==> src/rtl/muldiv_pkg.sv <==
// Shared types and sizing for the iterative multiply/divide sequencer.
package muldiv_pkg;

    localparam int unsigned DefaultWidth = 32;
    localparam int unsigned CntWidth     = $clog2(DefaultWidth) + 1;

    typedef enum logic [1:0] {
        StIdle,
        StMult,
        StDiv,
        StFinish
    } muldiv_state_e;

    function automatic int unsigned cnt_width(input int unsigned width);
        return $clog2(width) + 1;
    endfunction

endpackage

==> src/rtl/muldiv_sequencer.sv <==
// Iterative signed Booth multiply / restoring divide sharing one accumulator,
// one shift register pair and one adder/subtractor; results land on hi/lo.
module muldiv_sequencer
    import muldiv_pkg::*;
#(
    parameter int unsigned WIDTH = DefaultWidth
) (
    input  logic             clk,
    input  logic             reset,
    input  logic             mult_start,
    input  logic             div_start,
    input  logic [WIDTH-1:0] op_a,
    input  logic [WIDTH-1:0] op_b,
    output logic             busy,
    output logic             done,
    output logic             div_zero,
    output logic [WIDTH-1:0] hi,
    output logic [WIDTH-1:0] lo
);

    localparam int unsigned CntW = cnt_width(WIDTH);
    localparam logic [CntW-1:0] LastIter = CntW'(WIDTH - 1);

    muldiv_state_e    state_q, state_d;
    logic [WIDTH:0]   acc_q, acc_d;     // Booth accumulator / divide remainder
    logic [WIDTH-1:0] q_q, q_d;         // multiplier / quotient shift register
    logic             qm1_q, qm1_d;
    logic [WIDTH-1:0] m_q, m_d;         // multiplicand / divisor magnitude
    logic [CntW-1:0]  cnt_q, cnt_d;
    logic             qneg_q, qneg_d;
    logic             rneg_q, rneg_d;
    logic [WIDTH-1:0] hi_q, hi_d;
    logic [WIDTH-1:0] lo_q, lo_d;
    logic             done_q, done_d;
    logic             div_zero_q, div_zero_d;

    logic [WIDTH+1:0] add_a, add_b, sum;
    logic             add_sub;
    logic [WIDTH:0]   acc_new;
    logic [WIDTH:0]   r_shift;
    logic             ge;
    logic [WIDTH-1:0] abs_a, abs_b;

    assign abs_a   = op_a[WIDTH-1] ? -op_a : op_a;
    assign abs_b   = op_b[WIDTH-1] ? -op_b : op_b;
    assign r_shift = {acc_q[WIDTH-1:0], q_q[WIDTH-1]};

    // The single shared adder: Booth add/sub of sign-extended M, or trial subtract of |b|.
    always_comb begin
        if (state_q == StDiv) begin
            add_a   = {1'b0, r_shift};
            add_b   = {2'b00, m_q};
            add_sub = 1'b1;
        end else begin
            add_a   = {acc_q[WIDTH], acc_q};
            add_b   = {{2{m_q[WIDTH-1]}}, m_q};
            add_sub = q_q[0] & ~qm1_q;
        end
        sum = add_sub ? (add_a - add_b) : (add_a + add_b);
    end

    assign ge = ~sum[WIDTH+1];

    always_comb begin
        state_d    = state_q;
        acc_d      = acc_q;
        q_d        = q_q;
        qm1_d      = qm1_q;
        m_d        = m_q;
        cnt_d      = cnt_q;
        qneg_d     = qneg_q;
        rneg_d     = rneg_q;
        hi_d       = hi_q;
        lo_d       = lo_q;
        done_d     = 1'b0;
        div_zero_d = 1'b0;
        acc_new    = acc_q;

        unique case (state_q)
            StIdle: begin
                if (mult_start) begin
                    acc_d   = '0;
                    m_d     = op_a;
                    q_d     = op_b;
                    qm1_d   = 1'b0;
                    cnt_d   = '0;
                    state_d = StMult;
                end else if (div_start) begin
                    if (op_b == '0) begin
                        done_d     = 1'b1;
                        div_zero_d = 1'b1;
                        state_d    = StFinish;
                    end else begin
                        acc_d   = '0;
                        q_d     = abs_a;
                        m_d     = abs_b;
                        qneg_d  = op_a[WIDTH-1] ^ op_b[WIDTH-1];
                        rneg_d  = op_a[WIDTH-1];
                        cnt_d   = '0;
                        state_d = StDiv;
                    end
                end
            end
            StMult: begin
                if (q_q[0] != qm1_q) begin
                    acc_new = sum[WIDTH:0];
                end
                acc_d = {acc_new[WIDTH], acc_new[WIDTH:1]};
                q_d   = {acc_new[0], q_q[WIDTH-1:1]};
                qm1_d = q_q[0];
                cnt_d = cnt_q + CntW'(1);
                if (cnt_q == LastIter) begin
                    hi_d    = acc_d[WIDTH-1:0];
                    lo_d    = q_d;
                    done_d  = 1'b1;
                    state_d = StFinish;
                end
            end
            StDiv: begin
                acc_d = ge ? sum[WIDTH:0] : r_shift;
                q_d   = {q_q[WIDTH-2:0], ge};
                cnt_d = cnt_q + CntW'(1);
                if (cnt_q == LastIter) begin
                    lo_d    = qneg_q ? -q_d : q_d;
                    hi_d    = rneg_q ? -acc_d[WIDTH-1:0] : acc_d[WIDTH-1:0];
                    done_d  = 1'b1;
                    state_d = StFinish;
                end
            end
            StFinish: begin
                state_d = StIdle;
            end
            default: begin
                state_d = StIdle;
            end
        endcase
    end

    always_ff @(posedge clk) begin
        if (reset) begin
            state_q    <= StIdle;
            acc_q      <= '0;
            q_q        <= '0;
            qm1_q      <= 1'b0;
            m_q        <= '0;
            cnt_q      <= '0;
            qneg_q     <= 1'b0;
            rneg_q     <= 1'b0;
            hi_q       <= '0;
            lo_q       <= '0;
            done_q     <= 1'b0;
            div_zero_q <= 1'b0;
        end else begin
            state_q    <= state_d;
            acc_q      <= acc_d;
            q_q        <= q_d;
            qm1_q      <= qm1_d;
            m_q        <= m_d;
            cnt_q      <= cnt_d;
            qneg_q     <= qneg_d;
            rneg_q     <= rneg_d;
            hi_q       <= hi_d;
            lo_q       <= lo_d;
            done_q     <= done_d;
            div_zero_q <= div_zero_d;
        end
    end

    assign busy     = (state_q != StIdle);
    assign done     = done_q;
    assign div_zero = div_zero_q;
    assign hi       = hi_q;
    assign lo       = lo_q;

endmodule
==> config.mk <==
export PLATFORM = sky130hd
export DESIGN_NAME = muldiv_sequencer
export DESIGN_NICKNAME = d
export VERILOG_FILES = /design/src/rtl/muldiv_pkg.sv /design/src/rtl/muldiv_sequencer.sv
export SDC_FILE = /design/constraint.sdc
export NUM_CORES = 1
export LEC_CHECK = 0
export ABC_AREA = 1
export BUFFER_PORTS_ARGS = -buffer_cell sky130_fd_sc_hd__buf_2
export CORE_MARGIN = 2
export CORE_UTILIZATION = 42
export DETAILED_ROUTE_END_ITERATION = 10
export PLACE_DENSITY = 0.7
export RECOVER_POWER = 100
export SETUP_SLACK_MARGIN = 0.5
export SYNTH_ARGS = -nofsm -noshare
export SYNTH_HDL_FRONTEND = slang
export SYNTH_SLANG_ARGS = --single-unit
==> constraint.sdc <==
create_clock -name clk -period 17.2 [get_ports clk]
set_input_delay 3.44 -clock clk [delete_from_list [all_inputs] [get_ports clk]]
set_output_delay 3.44 -clock clk [all_outputs]
set_load 0.02 [all_outputs]
; ---- After elaboration in Yosys (flattened, before gate mapping)
; Index checks and enable logic that the tools add are counted.
[classes]
add_sub_neg = 7
n_eq_ne = 12
n_mux = 43
bitwise_logic = 7
n_reduce_logical = 17
[op_table]
columns = op, count
row1 = two-way mux 32 bit, 14
row2 = two-way mux 33 bit, 5
row3 = negator 32 bit, 4
row4 = case mux 32 bit (2 select lines), 2
row5 = two-way mux 34 bit, 3
row6 = case mux 33 bit (3 select lines), 1
row7 = case mux 32 bit (3 select lines), 1
row8 = adder 34 bit, 1
row9 = subtractor 34 bit, 1
row10 = logical NOT 32 bit, 1
row11 = two-way mux 6 bit, 3
row12 = case mux 6 bit (2 select lines), 1
row13 = AND reduction 3 bit, 4
row14 = nonzero test 2 bit, 5
row15 = two-way mux 1 bit, 7
row16 = "adder 6 x 1 -> 6 bit, second input constant", 1
row17 = "== test 6 x 5 -> 1 bit, second input constant", 1
row18 = two-way mux 2 bit, 3
row19 = "inequality test 2 bit, second input constant", 3
row20 = "inequality test 3 bit, second input constant", 2
row21 = case mux 2 bit (3 select lines), 1
row22 = inverter 1 bit, 5
row23 = "== test 2 bit, second input constant", 2
row24 = "inequality test 2 x 1 -> 1 bit, second input constant", 2
row25 = 10 further kinds, 13
[word_totals]
register_bits = 174
input_bits = 68
output_inout_bits = 67
word_cells = 98

; ---- Depth between registers and ports, before layout
; Gate-level depths: netlist of run 1.
[logic_depth]
ltp_word = 9
mapped_depth = 45
ltp_nobuf = 43

; ---- Worst setup path before layout of run 1
; OpenSTA, ideal clock, no wires.
[synth_timing]
kind = flip-flop to flip-flop
start = reg m_q[0]
end = reg lo_q[30] (netlist: lo[30])
arrival_ns = 5.754
path_slack_ns = 11.389
stages_incl_launch_ff = 43
period_less_slack_ns = 5.811
path_cell_list = dfxtp_1 -> inv_1 -> ha_1 -> inv_1 -> nor3_1 -> nand3_1 -> inv_1 -> nand3_1 -> nor3_1 -> inv_1 -> nor3_1 -> nand3_1 -> nor3_1 -> a41oi_1 -> nor2_1 -> o21ai_0 -> xnor2_1 -> ha_1 -> [7 not listed] -> buf_4 -> ha_1 -> inv_1 -> nor3_2 -> nand4_1 -> nor2_2 -> nand2_1 -> inv_1 -> nand4_1 -> nor2_1 -> nand3_1 -> nor2_1 -> nand2_1 -> o31ai_1 -> nand2_1 -> o211ai_1 -> o211ai_1 -> inv_1
[synth_via]
elab_chain_cells = 8
word_cells_on_any_way = 9
cone_classes = add/sub (3) / mux (5) / bitwise (1)
[synth_rtl]
columns = element, line_no
row1 = start: declaration, muldiv_sequencer.sv:28  ; logic [WIDTH-1:0] m_q, m_d;
row2 = start signal: assignment, muldiv_sequencer.sv:158  ; m_q <= m_d;
row3 = two-way mux 34 bit *, muldiv_sequencer.sv:50  ; if (state_q == StDiv) begin
row4 = adder 34 bit / subtractor 34 bit (equally long branches), muldiv_sequencer.sv:59  ; sum = add_sub ? (add_a - add_b) : (add_a + add_b);
row5 = two-way mux 34 bit *, muldiv_sequencer.sv:59
row6 = inverter 1 bit *, muldiv_sequencer.sv:62  ; assign ge = ~sum[WIDTH+1];
row7 = negator 32 bit *, muldiv_sequencer.sv:124  ; lo_d = qneg_q ? -q_d : q_d;
row8 = two-way mux 32 bit *, muldiv_sequencer.sv:124
row9 = two-way mux 32 bit *, muldiv_sequencer.sv:123  ; if (cnt_q == LastIter) begin
row10 = case mux 32 bit (2 select lines) *, muldiv_sequencer.sv:79  ; unique case (state_q)
row11 = end signal: assignment, muldiv_sequencer.sv:163  ; lo_q <= lo_d;
row12 = end: declaration, muldiv_sequencer.sv:33  ; logic [WIDTH-1:0] lo_q, lo_d;
; Mark *: on every way between the ends. The rest lies on a longest branch, timed or not. The select of a mux whose other input is x is not followed.
; A chain may end at the register's enable or synchronous reset.

; ---- Final worst setup path of run 1
[layout_timing]
start = in mult_start
end = reg acc_q[5]
[layout_via]
elab_chain_cells = 2
word_cells_on_any_way = 5
cone_classes = eq/ne (2) / mux (2) / reduce/logical (1)
[layout_rtl]
columns = element, line_no
row1 = start: declaration, muldiv_sequencer.sv:10  ; input logic mult_start,
row2 = inequality test 3 bit (no line) / two-way mux 33 bit (equally long branches), --
row3 = AND reduction 3 bit (no line) / case mux 33 bit (3 select lines) (equally long branches), --
row4 = end signal: assignment, muldiv_sequencer.sv:142  ; acc_q <= '0;
row5 = end signal: assignment, muldiv_sequencer.sv:155  ; acc_q <= acc_d;
row6 = end: declaration, muldiv_sequencer.sv:25  ; logic [WIDTH:0] acc_q, acc_d;
; Parallel ways exist; a longest one is shown, timed or not.

==> results of run 1 <==
## logic make-up (layout without fill, tap and decap cells)
| group | after synthesis | count (layout) | share of synthesized area (%) |
|---|---|---|---|
| and+or+nand+nor | 1345 | 1345 | 35.4 |
| AOI/OAI and AO/OA | 638 | 638 | 22.4 |
| buffers and inverters | 463 | 501 | 11.4 |
| DFF | 174 | 174 | 21.9 |
| xor gates and xnor gates | 97 | 97 | 5.33 |
| adders and majority gates | 45 | 45 | 3.58 |
## area by class of cell
class	count	area (sq um)	share of cell area (%)
sequential	174	3480	20.2
clock buffer	18	429	2.49
tap	511	639	3.72
inverter	317	1190	6.92
timing repair buffer	152	706	4.10
multi-input combinational	2125	10600	61.7
clock inverter	14	150	0.873
## how the worst max path moves through the flow
stage                    end  slack, ns  depth (start not counted)
floorplan             lo[30]      11.39                         42
global placement     q_q[24]       9.65                         15
global route        acc_q[5]       4.82                         13
finish              acc_q[5]       5.83                         13
detailed placement   q_q[17]       9.60                         12
CTS                   lo[30]       9.82                         42
## worst max-delay path: cells and delay by family
kind	cells	cell delay [ns]
compound gates	2	0.63
buf+inv	7	7.04
simple gates	4	0.53
## state kept, by name (all words and copies together) (netlist names)
| name | flops |
|---|---|
| qm1_q | 1 |
| hi | 32 |
| done | 1 |
| acc_q | 33 |
| rneg_q | 1 |
| qneg_q | 1 |
| m_q | 32 |
| cnt_q | 6 |
| div_zero | 1 |
| state_q | 2 |
| q_q | 32 |
| lo | 32 |
## routing by layer
metal / track usage (%) / up-vias / routed length (um)
li1: - / 9153 / -
met1: 37.6 / 8479 / 24900
met2: 50.9 / 835 / 27800
met3: 3.20 / 182 / 3730
met4: 17.4 / 0 / 3640
met5: 0 / - / 0
## metrics by stage
step                total power, W  hold WS (ns)  setup WS [ns]  cells
finish                     0.00387         0.466           5.83   3311
global route               0.00420         0.497           4.82   3311
CTS                        0.00383         0.467           9.82   3311
detailed placement         0.00343         0.457           9.60   3279
global placement           0.00340         0.449           9.65   3279
floorplan                  0.00265         0.450          11.39   2762
## placed cells by master, fill, tap and decap left out, types with 47 or more instances in the layout
cell and instances:
clkbuf_1 73, a21oi_1 196, nor2_1 236, xor2_1 80
inv_1 305, nand3_1 157, buf_2 66, nand2_1 811
dfxtp_1 174, o21ai_0 259, a31oi_1 47
## power by group through the flow
stage | registers (W) | clock network [W] | logic, W
2_1_floorplan | 0.000660 | 0 | 0.00199
3_3_place_gp | 0.000655 | 0 | 0.00274
3_5_place_dp | 0.000656 | 0 | 0.00277
4_1_cts | 0.000648 | 0.000402 | 0.00278
5_1_grt | 0.000665 | 0.000417 | 0.00312
6_report | 0.000653 | 0.000398 | 0.00282
## synthesized netlist by cell type (2+ instances only)
library cell	count	area, sq um
nor2_2	13	81.3
nand3_1	156	781
a32oi_1	3	26.3
o221ai_1	8	70.1
or2_2	9	56.3
o2111ai_1	7	61.3
nor3_2	3	30.0
nand4_1	32	200
clkbuf_1	110	413
o22ai_1	37	231
a21oi_2	4	35.0
a21o_1	2	15.0
nor4_1	15	93.8
nor2_1	235	882
nor3_1	32	160
o31ai_1	4	30.0
nand2_2	21	131
o21bai_1	4	30.0
buf_4	3	22.5
inv_1	304	1140
xor2_1	80	701
clkinv_1	6	22.5
buf_2	8	40.0
o21ai_1	6	30.0
a22oi_1	2	15.0
nand2_1	804	3020
a21oi_1	195	976
a221oi_1	2	17.5
inv_2	7	26.3
ha_1	44	551
nor3b_1	2	15.0
buf_1	17	63.8
o21ai_0	256	1280
a211oi_1	14	105
o311ai_0	2	17.5
nand3b_1	15	113
buf_6	7	78.8
xnor2_1	17	149
a41oi_1	2	17.5
nand3_2	5	50.1
a31oi_1	47	294
o211ai_1	40	300
dfxtp_1	174	3480
==> run summary, run 1 <==
Setup Skew: 0.0200 ns
clk slew on worst S/H paths: 0.08 ns
Ys Warns: 0
critical-path cell list: buf_2 -> clkbuf_1 -> clkinv_1 -> clkbuf_1 -> nand2_1 -> nand3_1 -> inv_1 -> nor2_4 -> buf_4 -> nor2_4 -> clkbuf_1 -> o21ai_0 -> a21oi_1
ratio of cells with drive above 1 in the final layout: 5.79%
IR drop worst, VDD: 0.101 mV
Max Root-Sink Buffers: 2
Main synth FF type: dfxtp_1
syn_nets: 2875
number of max-cap violations: 7
H-tree levels: 4
I/O Pins: 135
Crit-path slowest cell: clkbuf_1
largest net degree at the start of global routing: 93
Worst R2R Path Depth: 42
CTS tree: done
Placed Area: 0.0168 sq mm
input/output buffers: 134
Final Cycle Share: 66.1%
Hold Crit Start: hi[19]
total number of vias: 18600
Slew HR: -134%
syn avg cell area: 5.77 sq um
1st-iter DRT viols: 1791
Vias/cell: 5.63
critical path's most frequent cell: clkbuf_1
Starting Density: 42.5%
postcts setup bufs: 0
failing checks: max-capacitance violations, max-slew violations
P_sw: 0.00234 W
root buf cell: clkbuf_16
clock power share: 10.3%
Hold Vio Cnt, Final: 0
post_cts resized: 0
first-pass GRT wire length: 93800 um
Syn Inst Count: 2762
Max FO, Critical Path: 67
Hold Buf Count CTS: 0
grt ovf: 0
clk_lat worst skew: 0.47 ns
Placer Congestion: 0.987
#FFs+latches synth: 174
Critical path origin: mult_start
initial antenna violation count: 0
WHS Endpoint: hi[19]
endpoint type of the worst setup path: register
R2R setup slack: 7.97 ns
Routed Antenna Nets: 0
Period minus WS final: 11.37 ns
Pre-antenna DRT Iters: 7
max frequency: 0.0879 GHz
Clock Sinks: 174
Leak: 7.68 nW
GR Util All Layers: 30.3%
final core utilization: 45.9%
Final HPWL DP: 44700 um
Flop pwr share: 16.9%
Layout area overhead: 7.94%
Die H: 199 um
# diodes: 0
final setup fails: 0
Int Power: 0.00153 W
max-slew violations: 404
hold crit path type: reg -> reg
Distinct cells, synth: 51
Final nets: 2900
reg2reg end: lo[30]
asr flop ratio synth: 0%
cell area after synthesis: 0.0159 sq mm
wirelength, routed: 60100 um
Die X: 199 um
number of fill cells: 4199
Worst-Margin Slew: 3.52 ns
crit path launch type: input port
DRC errors left: 0
Core ar.: 0.0375 sq mm
Rows: 71
outcome: finished, violations left
worst hold path depth: 2
CTS buffer count: 17
reg2reg start: m_q[0]
EDFF count, synth: 0
Setup Crit Path Kind: in -> reg
vias in the first global route: 17400
Sw Share: 60.4%
Worst EP arrival: 11.73 ns
combinational share of power: 72.8%
Die ar.: 0.0395 sq mm
unrepaired setup endpoints after global routing: false
PD cells: 225 mW/mm^2
Crit path largest cell delay: 1.87 ns
WL/cell: 18.1 um
fin area: 0.0172 sq mm
critical path required time: 17.55 ns
post-route setup TNS: 0 ns
register area share after synthesis: 21.9%
Power figures use the tool's default switching activity.
==> run 2, diff against run 1 <==
==> constraint.sdc (replaced) <==
create_clock -name clk -period 10.7 [get_ports clk]
set_input_delay 2.14 -clock clk [delete_from_list [all_inputs] [get_ports clk]]
set_output_delay 2.14 -clock clk [all_outputs]
set_load 0.02 [all_outputs]
==> run 2 against run 1 <==
  * The flow still finishes with violations (max-capacitance violations, max-slew violations)
  * Sequential power grew 61%
  * Combinational power grew 61%
  * Hold slack is essentially flat
  * Clock-buffer cell count shrank 1
  * Critical path depth grew 27
  * Non-clock buffer count shrank 4
  * First-iteration DRC count shrank 6.8%
  * Critical path type is now reg -> reg
  * Largest power group unchanged
  * Highest routed layer unchanged
==> run summary, run 2 (synthesized netlist as in run 1, its figures left out) <==
clk_lat worst skew: 0.47 ns
H-tree levels: 4
Starting Density: 42.5%
Layout area overhead: 8.10%
Max FO, Critical Path: 57
vias in the first global route: 17600
max-slew violations: 165
input/output buffers: 134
Final Cycle Share: 81.0%
most common cell after layout, fill and taps aside: nand2_1
initial antenna violation count: 0
IR drop worst, VDD: 0.205 mV
Final nets: 2896
Rows: 71
Die H: 199 um
endpoint type of the worst setup path: register
Hold Vio Cnt, Final: 0
R2R setup slack: 2.03 ns
Flop pwr share: 16.8%
first-pass GRT wire length: 96200 um
CTS buffer count: 17
total number of vias: 18700
Largest Register: acc_q
Crit path largest cell delay: 0.96 ns
Period minus WS final: 8.67 ns
Placed Area: 0.0168 sq mm
combinational share of power: 72.6%
root buf cell: clkbuf_16
crit path launch type: register
max reg flops: 33
CTS tree: done
Worst-Margin Slew: 3.85 ns
Placer Congestion: 0.987
failing checks: max-capacitance violations, max-slew violations
number of max-cap violations: 3
Core ar.: 0.0375 sq mm
post-route setup TNS: 0 ns
Routed Antenna Nets: 0
Sw Share: 60.7%
P_sw: 0.00379 W
Crit-path slowest cell: nand2_4
final setup fails: 0
Worst EP arrival: 9.08 ns
critical path's most frequent cell: inv_1
wirelength, routed: 61100 um
Int Power: 0.00245 W
outcome: finished, violations left
Setup Crit Path Kind: reg -> reg
fin area: 0.0172 sq mm
I/O Pins: 135
# diodes: 0
ratio of cells with drive above 1 in the final layout: 5.83%
PD cells: 362 mW/mm^2
Hold Buf Count CTS: 0
largest net degree at the start of global routing: 117
1st-iter DRT viols: 1669
postcts setup bufs: 0
critical path required time: 11.10 ns
Setup Skew: 0.0198 ns
Pre-antenna DRT Iters: 6
Die ar.: 0.0395 sq mm
clk slew on worst S/H paths: 0.08 ns
GR Util All Layers: 31.2%
Final HPWL DP: 45800 um
Clock Sinks: 174
number of fill cells: 4198
Max Root-Sink Buffers: 2
DRC errors left: 0
Slew HR: -157%
post_cts resized: 0
unrepaired setup endpoints after global routing: false
max frequency: 0.115 GHz
Die X: 199 um
clock power share: 10.7%
hold crit path type: reg -> reg
WL/cell: 18.5 um
grt ovf: 0
most frequent cells in the layout: 808 x nand2_1, 304 x inv_1, 257 x o21ai_0
Leak: 7.67 nW
Vias/cell: 5.67
==> run 2: changes by cell type in the layout (fill, tap and decap cells not counted), moves of 2 or more <==
cell / delta
clkinvlp_4: +2
buf_4: -3
clkinv_2: -2
o21ai_1: +2
nand2_2: +2
o21ai_0: -2
nand2_1: -3
clkbuf_1: -2
clkinv_8: +4
inv_6: -3
==> run 2: power groups by stage <==
stage,clock [W],sequential [W],combinational (W)
after global routing,0.000701,0.00107,0.00503
after floorplan,0,0.00106,0.00320
final,0.000667,0.00105,0.00453
after detailed placement,0,0.00105,0.00448
after CTS,0.000677,0.00104,0.00449
after global placement,0,0.00105,0.00445
==> run 2: stage by stage <==
stage	total power, W	instances	hold slack (ns)	utilization, %	worst slack, ns
2_1_floorplan	0.00426	2762	0.450	-	4.89
3_3_place_gp	0.00550	3275	0.452	44.7	3.21
3_5_place_dp	0.00553	3275	0.454	44.7	3.01
4_1_cts	0.00621	3307	0.464	46.4	2.98
5_1_grt	0.00680	3307	0.483	46.0	0.962
6_report	0.00625	3307	0.467	46.0	2.03
==> run 2: layer usage <==
layer,global-route usage [%],up-vias,share of wire [%]
li1,-,9143,-
met5,0,-,0
met2,54.3,808,48
met1,37.1,8613,40
met3,3.49,174,6.0
met4,18.0,0,6.1
==> run 2: worst max-delay path: cells and delay by family (launching register included) <==
kind	cells	cell delay, ns
buffers and inverters	7	0.59
AOI/OAI and AO/OA	8	1.49
adders and majority gates	3	0.80
and+or+nand+nor	21	5.18
xor gates and xnor gates	1	0.16
DFF	1	0.33
==> run 2: final timing paths <==
check / endpoint / cells past startpoint / start
min reg2reg: hi[7] / 2 / hi[7]
min: hi[7] / 2 / hi[7]
max: lo[30] / 40 / m_q[0]
max reg2reg: lo[30] / 40 / m_q[0]
==> run 2: layout make-up <==
| class | instances | area, sq um | area share (%) |
|---|---|---|---|
| multi-input combinational | 2125 | 10600 | 61.6 |
| sequential | 174 | 3480 | 20.2 |
| inverter | 317 | 1190 | 6.91 |
| timing repair buffer | 148 | 679 | 3.94 |
| clock buffer | 17 | 425 | 2.47 |
| tap | 511 | 639 | 3.71 |
| clock inverter | 15 | 201 | 1.17 |
==> run 3, diff against run 2 <==
--- a/config.mk
+++ b/config.mk
@@ -10,7 +10,7 @@
 export CORE_MARGIN = 2
 export CORE_UTILIZATION = 42
 export DETAILED_ROUTE_END_ITERATION = 10
-export PLACE_DENSITY = 0.7
+export PLACE_DENSITY = 0.73
 export RECOVER_POWER = 100
 export SETUP_SLACK_MARGIN = 0.5
 export SYNTH_ARGS = -nofsm -noshare
==> constraint.sdc (replaced) <==
create_clock -name clk -period 7.85 [get_ports clk]
set_input_delay 1.57 -clock clk [delete_from_list [all_inputs] [get_ports clk]]
set_output_delay 1.57 -clock clk [all_outputs]
set_load 0.02 [all_outputs]
==> run 3 against run 2 <==
  * The flow still finishes with violations (max-capacitance violations, max-slew violations)
  * Power rose by 37%
  * Non-clock buffer count rose by 3
  * Via count rose by 1.2%
  * Die area did not move
  * Flip-flop and latch count did not move
  * Wire length fell by 1.2%
  * Clock power rose by 36%
  * Clock skew fell by 0.0049 ns
  * Final area rose by 0.28%
==> run summary, run 3 (synthesized netlist as in run 1, its figures left out) <==
initial antenna violation count: 1
wirelength, routed: 60400 um
most common cell after layout, fill and taps aside: nand2_1
Slew HR: -146%
max frequency: 0.141 GHz
total number of vias: 19000
Core ar.: 0.0375 sq mm
max reg flops: 33
CTS tree: done
ratio of cells with drive above 1 in the final layout: 5.97%
unrepaired setup endpoints after global routing: false
Max FO, Critical Path: 37
reg2reg start: m_q[0]
Worst-Margin Slew: 3.69 ns
first-pass GRT wire length: 94100 um
critical path required time: 8.03 ns
clk slew on worst S/H paths: 0.07 ns
failing checks: max-capacitance violations, max-slew violations
grt ovf: 0
Period minus WS final: 7.11 ns
Setup Skew: 0.0149 ns
vias in the first global route: 17700
PD cells: 495 mW/mm^2
outcome: finished, violations left
Hold Vio Cnt, Final: 0
endpoint type of the worst setup path: register
Leak: 7.70 nW
H-tree levels: 4
most frequent cells in the layout: 808 x nand2_1, 304 x inv_1, 258 x o21ai_0
Pre-antenna DRT Iters: 7
clk_lat worst skew: 0.47 ns
GR Util All Layers: 30.3%
Die X: 199 um
I/O Pins: 135
Largest Register: acc_q
1st-iter DRT viols: 1878
Setup Crit Path Kind: in -> reg
# diodes: 0
Max Root-Sink Buffers: 2
WL/cell: 18.2 um
DRC errors left: 0
Die ar.: 0.0395 sq mm
number of fill cells: 4128
Final Cycle Share: 90.6%
root buf cell: clkbuf_16
crit path launch type: input port
post-route setup TNS: 0 ns
Starting Density: 42.5%
Critical path origin: op_b[31]
final setup fails: 0
Layout area overhead: 8.40%
Hold Crit Start: hi[20]
largest net degree at the start of global routing: 110
Final HPWL DP: 45000 um
hold crit path type: reg -> reg
number of max-cap violations: 3
max-slew violations: 151
Final nets: 2899
Routed Antenna Nets: 0
Placer Congestion: 0.983
Rows: 71
IR drop worst, VDD: 0.234 mV
Worst EP arrival: 7.29 ns
Die H: 199 um
input/output buffers: 134
CTS buffer count: 17
Vias/cell: 5.73
Hold Buf Count CTS: 0
final core utilization: 46.1%
Clock Sinks: 174
[run 3: cell count changes in the layout (fill, tap and decap cells not counted), sizes merged]
cell      delta
buf          +2
clkinv       -3
clkinvlp     -2
inv          +2
bufinv       +1
clkbuf       +3
[run 3: critical path, cell delays in order]
cell and delay [ns]:
clkbuf_1 0.48, inv_1 0.58, nand3_1 0.15, inv_1 0.10
nand2_1 0.09, nor4_1 0.59, nand2_1 0.11, nand3_1 0.11
inv_1 0.40, nor2_4 0.72, clkbuf_1 1.63, nor3_1 0.40
a21oi_1 0.24, a21oi_1 0.08
[run 3: metrics by stage]
step | cells | setup slack (ns) | hold slack (ns) | area, sq um | power, W
after floorplan | 2762 | 2.04 | 0.450 | 15900 | 0.00581
after global placement | 3278 | 1.23 | 0.453 | 16800 | 0.00748
after detailed placement | 3278 | 1.02 | 0.456 | 16800 | 0.00753
after CTS | 3310 | 0.978 | 0.467 | 17400 | 0.00845
after global routing | 3310 | 0.306 | 0.489 | 17300 | 0.00927
final | 3310 | 0.740 | 0.469 | 17300 | 0.00856
[run 3: worst paths after layout]
path | slack, ns | to | cells past startpoint
worst max-delay path | 0.74 | q_q[23] | 14
worst max register to register | 1.16 | lo[30] | 40
worst min-delay path | 0.47 | hi[20] | 2
worst min register to register | 0.47 | hi[20] | 2
[run 3: final cells by class]
| class | instances | area, sq um | area share, % |
|---|---|---|---|
| clock buffer | 19 | 443 | 2.56 |
| inverter | 317 | 1190 | 6.89 |
| sequential | 174 | 3480 | 20.2 |
| tap | 511 | 639 | 3.70 |
| multi-input combinational | 2125 | 10600 | 61.6 |
| timing repair buffer | 151 | 713 | 4.13 |
| clock inverter | 13 | 169 | 0.978 |
[run 3: per-layer routing]
metal	vias up	global-route usage, %	part of all wire [%]
met5	-	0	0
met1	8626	37.2	41
li1	9172	-	-
met4	0	19.6	6.8
met2	956	49.8	45
met3	201	3.93	7.2
[run 3: repair_timing]
action / in CTS / in global routing
gates resized for setup: 0 / 4
buffers inserted: 0 / 0
setup endpoints to repair: 0 / 15
[run 3: power by group]
part | internal [W] | total (W) | switching [W]
registers | 0.00114 | 0.00142 | 0.000282
logic | 0.00176 | 0.00622 | 0.00446
clock network | 0.000491 | 0.000908 | 0.000417
